## src/rtl/wallace_reduce_pipe_pkg.sv

```systemverilog
// Shared constants for the 16x16 Wallace-tree reduction front end:
// operand/product widths, rows per reduction level, and the pipeline cut.
package wallace_reduce_pipe_pkg;
  localparam int WIDTH  = 16;
  localparam int PROD_W = 2 * WIDTH;

  // Row count after each 3:2 level: 16 -> 11 -> 8 -> 6 | 6 -> 4 -> 3 -> 2
  localparam int ROWS_L0 = 16;
  localparam int ROWS_L1 = 11;
  localparam int ROWS_L2 = 8;
  localparam int ROWS_L3 = 6;
  localparam int ROWS_L4 = 4;
  localparam int ROWS_L5 = 3;
  localparam int ROWS_L6 = 2;

  // Stage-1 register sits after this level
  localparam int CUT_LEVEL = 3;
  localparam int CUT_ROWS  = ROWS_L3;

  typedef logic [PROD_W-1:0] row_t;
endpackage

```

## src/rtl/wallace_reduce_pipe_csa_row.sv

```systemverilog
// One PROD_W-bit 3:2 carry-save compressor row; the carry row is returned
// already shifted to its weight, dropping the carry out of the top bit.
module csa_row
  import wallace_reduce_pipe_pkg::*;
(
  input  logic [PROD_W-1:0] x,
  input  logic [PROD_W-1:0] y,
  input  logic [PROD_W-1:0] z,
  output logic [PROD_W-1:0] s,
  output logic [PROD_W-1:0] c
);
  assign s = x ^ y ^ z;
  assign c = {(x[PROD_W-2:0] & y[PROD_W-2:0]) |
              (x[PROD_W-2:0] & z[PROD_W-2:0]) |
              (y[PROD_W-2:0] & z[PROD_W-2:0]), 1'b0};
endmodule

```

## src/rtl/wallace_reduce_pipe.sv

```systemverilog
// 16x16 unsigned partial-product generation and Wallace reduction to two
// carry-save rows, split over a two-stage valid/ready elastic pipeline.
module wallace_reduce_pipe
  import wallace_reduce_pipe_pkg::*;
(
  input  logic              clk,
  input  logic              rst_n,
  input  logic              in_valid,
  output logic              in_ready,
  input  logic [WIDTH-1:0]  a,
  input  logic [WIDTH-1:0]  b,
  output logic              out_valid,
  input  logic              out_ready,
  output logic [PROD_W-1:0] sum_vec,
  output logic [PROD_W-1:0] carry_vec
);
  row_t l0 [ROWS_L0];
  row_t l1 [ROWS_L1];
  row_t l2 [ROWS_L2];
  row_t l3 [ROWS_L3];
  row_t s1_rows_reg [CUT_ROWS];
  row_t l4 [ROWS_L4];
  row_t l5 [ROWS_L5];
  row_t l6 [ROWS_L6];

  logic s1_valid_reg;
  logic s2_valid_reg;
  row_t sum_reg;
  row_t carry_reg;
  logic s1_load;
  logic s2_load;

  genvar gi;

  // Row gi holds a & b[gi] at weight gi
  for (gi = 0; gi < ROWS_L0; gi++) begin : g_pp
    assign l0[gi] = row_t'(a & {WIDTH{b[gi]}}) << gi;
  end

  for (gi = 0; gi < 5; gi++) begin : g_l1
    csa_row u_csa (.x(l0[3*gi]), .y(l0[3*gi+1]), .z(l0[3*gi+2]),
                   .s(l1[2*gi]), .c(l1[2*gi+1]));
  end
  assign l1[10] = l0[15];

  for (gi = 0; gi < 3; gi++) begin : g_l2
    csa_row u_csa (.x(l1[3*gi]), .y(l1[3*gi+1]), .z(l1[3*gi+2]),
                   .s(l2[2*gi]), .c(l2[2*gi+1]));
  end
  assign l2[6] = l1[9];
  assign l2[7] = l1[10];

  for (gi = 0; gi < 2; gi++) begin : g_l3
    csa_row u_csa (.x(l2[3*gi]), .y(l2[3*gi+1]), .z(l2[3*gi+2]),
                   .s(l3[2*gi]), .c(l3[2*gi+1]));
  end
  assign l3[4] = l2[6];
  assign l3[5] = l2[7];

  // Stage 2 works from the registered six rows
  for (gi = 0; gi < 2; gi++) begin : g_l4
    csa_row u_csa (.x(s1_rows_reg[3*gi]), .y(s1_rows_reg[3*gi+1]),
                   .z(s1_rows_reg[3*gi+2]), .s(l4[2*gi]), .c(l4[2*gi+1]));
  end

  csa_row u_csa_l5 (.x(l4[0]), .y(l4[1]), .z(l4[2]), .s(l5[0]), .c(l5[1]));
  assign l5[2] = l4[3];

  csa_row u_csa_l6 (.x(l5[0]), .y(l5[1]), .z(l5[2]), .s(l6[0]), .c(l6[1]));

  assign s2_load  = !s2_valid_reg || out_ready;
  assign s1_load  = !s1_valid_reg || s2_load;
  assign in_ready = s1_load;

  always_ff @(posedge clk) begin
    if (!rst_n) begin
      s1_valid_reg <= 1'b0;
      s2_valid_reg <= 1'b0;
      sum_reg      <= '0;
      carry_reg    <= '0;
      for (int i = 0; i < CUT_ROWS; i++) s1_rows_reg[i] <= '0;
    end else begin
      if (s1_load) begin
        s1_valid_reg <= in_valid;
        for (int i = 0; i < CUT_ROWS; i++) s1_rows_reg[i] <= l3[i];
      end
      if (s2_load) begin
        s2_valid_reg <= s1_valid_reg;
        sum_reg      <= l6[0];
        carry_reg    <= l6[1];
      end
    end
  end

  assign out_valid = s2_valid_reg;
  assign sum_vec   = sum_reg;
  assign carry_vec = carry_reg;
endmodule

```

## config.mk

```make
export PLATFORM = sky130hd
export DESIGN_NAME = wallace_reduce_pipe
export DESIGN_NICKNAME = d
export VERILOG_FILES = /design/src/rtl/wallace_reduce_pipe_pkg.sv /design/src/rtl/wallace_reduce_pipe_csa_row.sv /design/src/rtl/wallace_reduce_pipe.sv
export SDC_FILE = /design/constraint.sdc
export NUM_CORES = 1
export LEC_CHECK = 0
export ABC_CLOCK_PERIOD_IN_PS = 9800
export BUFFER_PORTS_ARGS = -buffer_cell sky130_fd_sc_hd__buf_2
export CORE_MARGIN = 1.5
export CORE_UTILIZATION = 35
export CTS_BUF_LIST = sky130_fd_sc_hd__clkbuf_16
export DETAILED_ROUTE_END_ITERATION = 12
export GPL_ROUTABILITY_DRIVEN = 1
export SYNTH_ARGS = -nofsm -noshare
export SYNTH_HDL_FRONTEND = slang
export SYNTH_SLANG_ARGS = --single-unit
```

## constraint.sdc

```tcl
create_clock -name clk -period 9.8 [get_ports clk]
set_input_delay 0.49 -clock clk [delete_from_list [all_inputs] [get_ports clk]]
set_output_delay 0.49 -clock clk [all_outputs]
set_load 0.02 [all_outputs]
```

==> metrics.cfg <==
[cts]
path_clk_slew_ns=0.07
hold_buffers=0
clk_latency_ns=0.44
cts.sinks=174
cts-root-buf=clkbuf_16
cts_setup_buffers=0
cts_inserted_buffers=17
htreeDepth=4
cts_tree=done
ctsResizeCount=0
cts_buffer_depth=2

[worst_setup_path]
r2r-start=out_valid$_SDFFE_PN0P_
worstReg2RegEnd=s1_rows_reg[1][4]$_SDFFCE_PN0P_
startpoint=out_valid$_SDFFE_PN0P_
cp.required_ns=9.31
worst_setup_path_end_kind=primary output
r2r_cells=4
crit_arrival_ns=2.26
start_kind=flip-flop
cp_max_fo=98
critical_path_class=flip-flop to primary output
r2r_slack_ns=7.26

[logic_synthesis]
yosys.area_share.simple=0.185
synth_compound_area_frac=0.00112
synthAdderAreaFrac=0.347
synth_top_area_share=0.298
synth.avg_cell_area_sq_um=10.9
ys_warn_count=0
ys_seq_area_frac=0.345
ys_types=23
ys_ff_latch=174
yosys.area.top_type=fa_1
synth_top_family_by_area=adder cells
syn_inst=1229
synthTopCellsByArea=fa_1 30%, edfxtp_1 26%, dfxtp_1 8.6%
syn_area_sq_mm=0.0134
synth-xor-area-share=0
synth.area.mux_share=0.0417

[final_layout]
largest_reg_flops=116
final_cells=1791
multi_input_area_sq_mm=0.00778
fin_util=0.391
final_common_cell=fa_1
drive_gt1_frac=0.102
antenna_cells=0
mostFrequentLayoutCells=200 x fa_1, 195 x nand2_1, 171 x inv_1
syn_to_final_growth_pct=9.75
nNetsFinal=1556
fill_cells=3662
seq_area_sq_mm=0.00464

[grt]
track_usage=0.164
grt_max_degree=133
busiest_layer=met1
overflow=0
grt_use_met3=0.0510
met2_usage=0.228
antenna_found_initial=2
grt_pass1_vias=8681
grt_pass1_wl_um=49200
use_met1=0.245

[status]
status=complete, no violations

[drt]
via_per_inst=4.68
drt-initial-drc-count=570
wirelength_um=30800
route.detailed.drc=0
vias=8382
drtPass1Iterations=5
wl_per_cell_um=17.2
ant_nets=0

[timing]
min_period_ns=2.75
setup_tns_ns=0
tightest_slew_ns=1.03
grt_setup_unrepaired=false
setup_viol=0
slew_viol_final=0
final_hold_viol_count=0
worst_hold_slack_ns=0.267
fmax_ghz=0.364
slew_headroom=0.314
min_period_over_period=0.280
finClkSkew_ns=0.0143
setup_slack_ns=7.05

[placed_design]
pre_cts_slack_ns=6.67
place_inst=1759
dp_hpwl_um=21700
port_buffers=93
routabilityCongestion=0.805

[die]
start_util=0.356
num_rows=71
die-area_sq_mm=0.0396
die_h_um=199
core_area_sq_mm=0.0378
pin_count=102
fp.dieW_um=199

[pwr]
irDropWorstVdd_mv=0.105
power_leakage_nw=7.14
swShare=0.350
p_comb_frac=0.364
power_frac_clock=0.249
p_per_area_mw_per_mm2=175
pwr-share-seq=0.387
p_sw_w=0.000903
p_int_w=0.00167

[min_path]
hold_depth=2
whs_endpoint=s1_valid_reg$_SDFFE_PN0P_
hp-start=in_valid
hold_path.class=primary input to flip-flop

[job]
cap_violations=0

==> worst max-delay path: stages (launching register included) <==
cell and delay [ns]:
dfxtp_1 0.32, and3b_1 0.18, buf_4 0.23, inv_2 0.07, buf_4 0.64, buf_2 0.30
==> cell families (layout without fill, tap and decap cells) <==
family / after synthesis / count (layout)
DFF: 174 / 174
adders and majority gates: 253 / 253
and+or+nand+nor: 487 / 487
muxes: 56 / 56
buffers and inverters: 256 / 300
AOI/OAI and AO/OA: 2 / 2
other: 1 / 8
==> stage by stage <==
step / power [W] / area [sq um]
floorplan: 0.00164 / 13500
CTS: 0.00261 / 14800
detailed placement: 0.00196 / 14200
global placement: 0.00195 / 14200
global route: 0.00279 / 14800
finish: 0.00258 / 14800
==> how the worst max path moves through the flow <==
stage | slack [ns] | cells after the start | endpoint
after floorplan | 5.77 | 3 | s1_rows_reg[0][0]$_SDFFCE_PN0P_
after global placement | 6.74 | 8 | s1_rows_reg[2][19]$_SDFFCE_PN0P_
after detailed placement | 6.67 | 8 | s1_rows_reg[2][18]$_SDFFCE_PN0P_
after CTS | 7.02 | 5 | in_ready
after global routing | 6.94 | 5 | in_ready
final | 7.05 | 5 | in_ready
==> layout make-up <==
type / instances / share of cell area
flip-flops and latches: 174 / 0.315
clock inverters: 15 / 0.00822
inverters: 170 / 0.0432
repair buffers: 98 / 0.0345
multi-input cells: 806 / 0.527
well taps: 511 / 0.0433
clock buffers: 17 / 0.0288
==> synthesized netlist by cell type <==
master    instances
fa_1            200
nand2_1         196
inv_1           169
and2_1          153
edfxtp_1        116
and3_1           97
dfxtp_1          58
mux2i_1          56
ha_1             53
clkbuf_1         50
buf_2            19
nand3_1          18
nor2_1           18
buf_4             9
buf_6             6
buf_1             2
nand2b_1          2
o21a_1            2
and3b_1           1
conb_1            1
inv_2             1
nor2b_1           1
nor3b_1           1
==> metal layers <==
layer	part of all wire	wire length, um
met5	0.00075	23
met4	0.0095	291
met3	0.083	2550
met2	0.41	12600
met1	0.50	15300
==> power by group through the flow <==
stage / Clock, W / Combinational [W] / Sequential, W
final: 0.000641 / 0.000938 / 0.000997
after global placement: 0 / 0.000938 / 0.00101
after floorplan: 0 / 0.000584 / 0.00106
after detailed placement: 0 / 0.000948 / 0.00102
after global routing: 0.000688 / 0.00109 / 0.00101
after CTS: 0.000664 / 0.000951 / 0.000999
No activity file was read; power rests on OpenSTA's default activity.
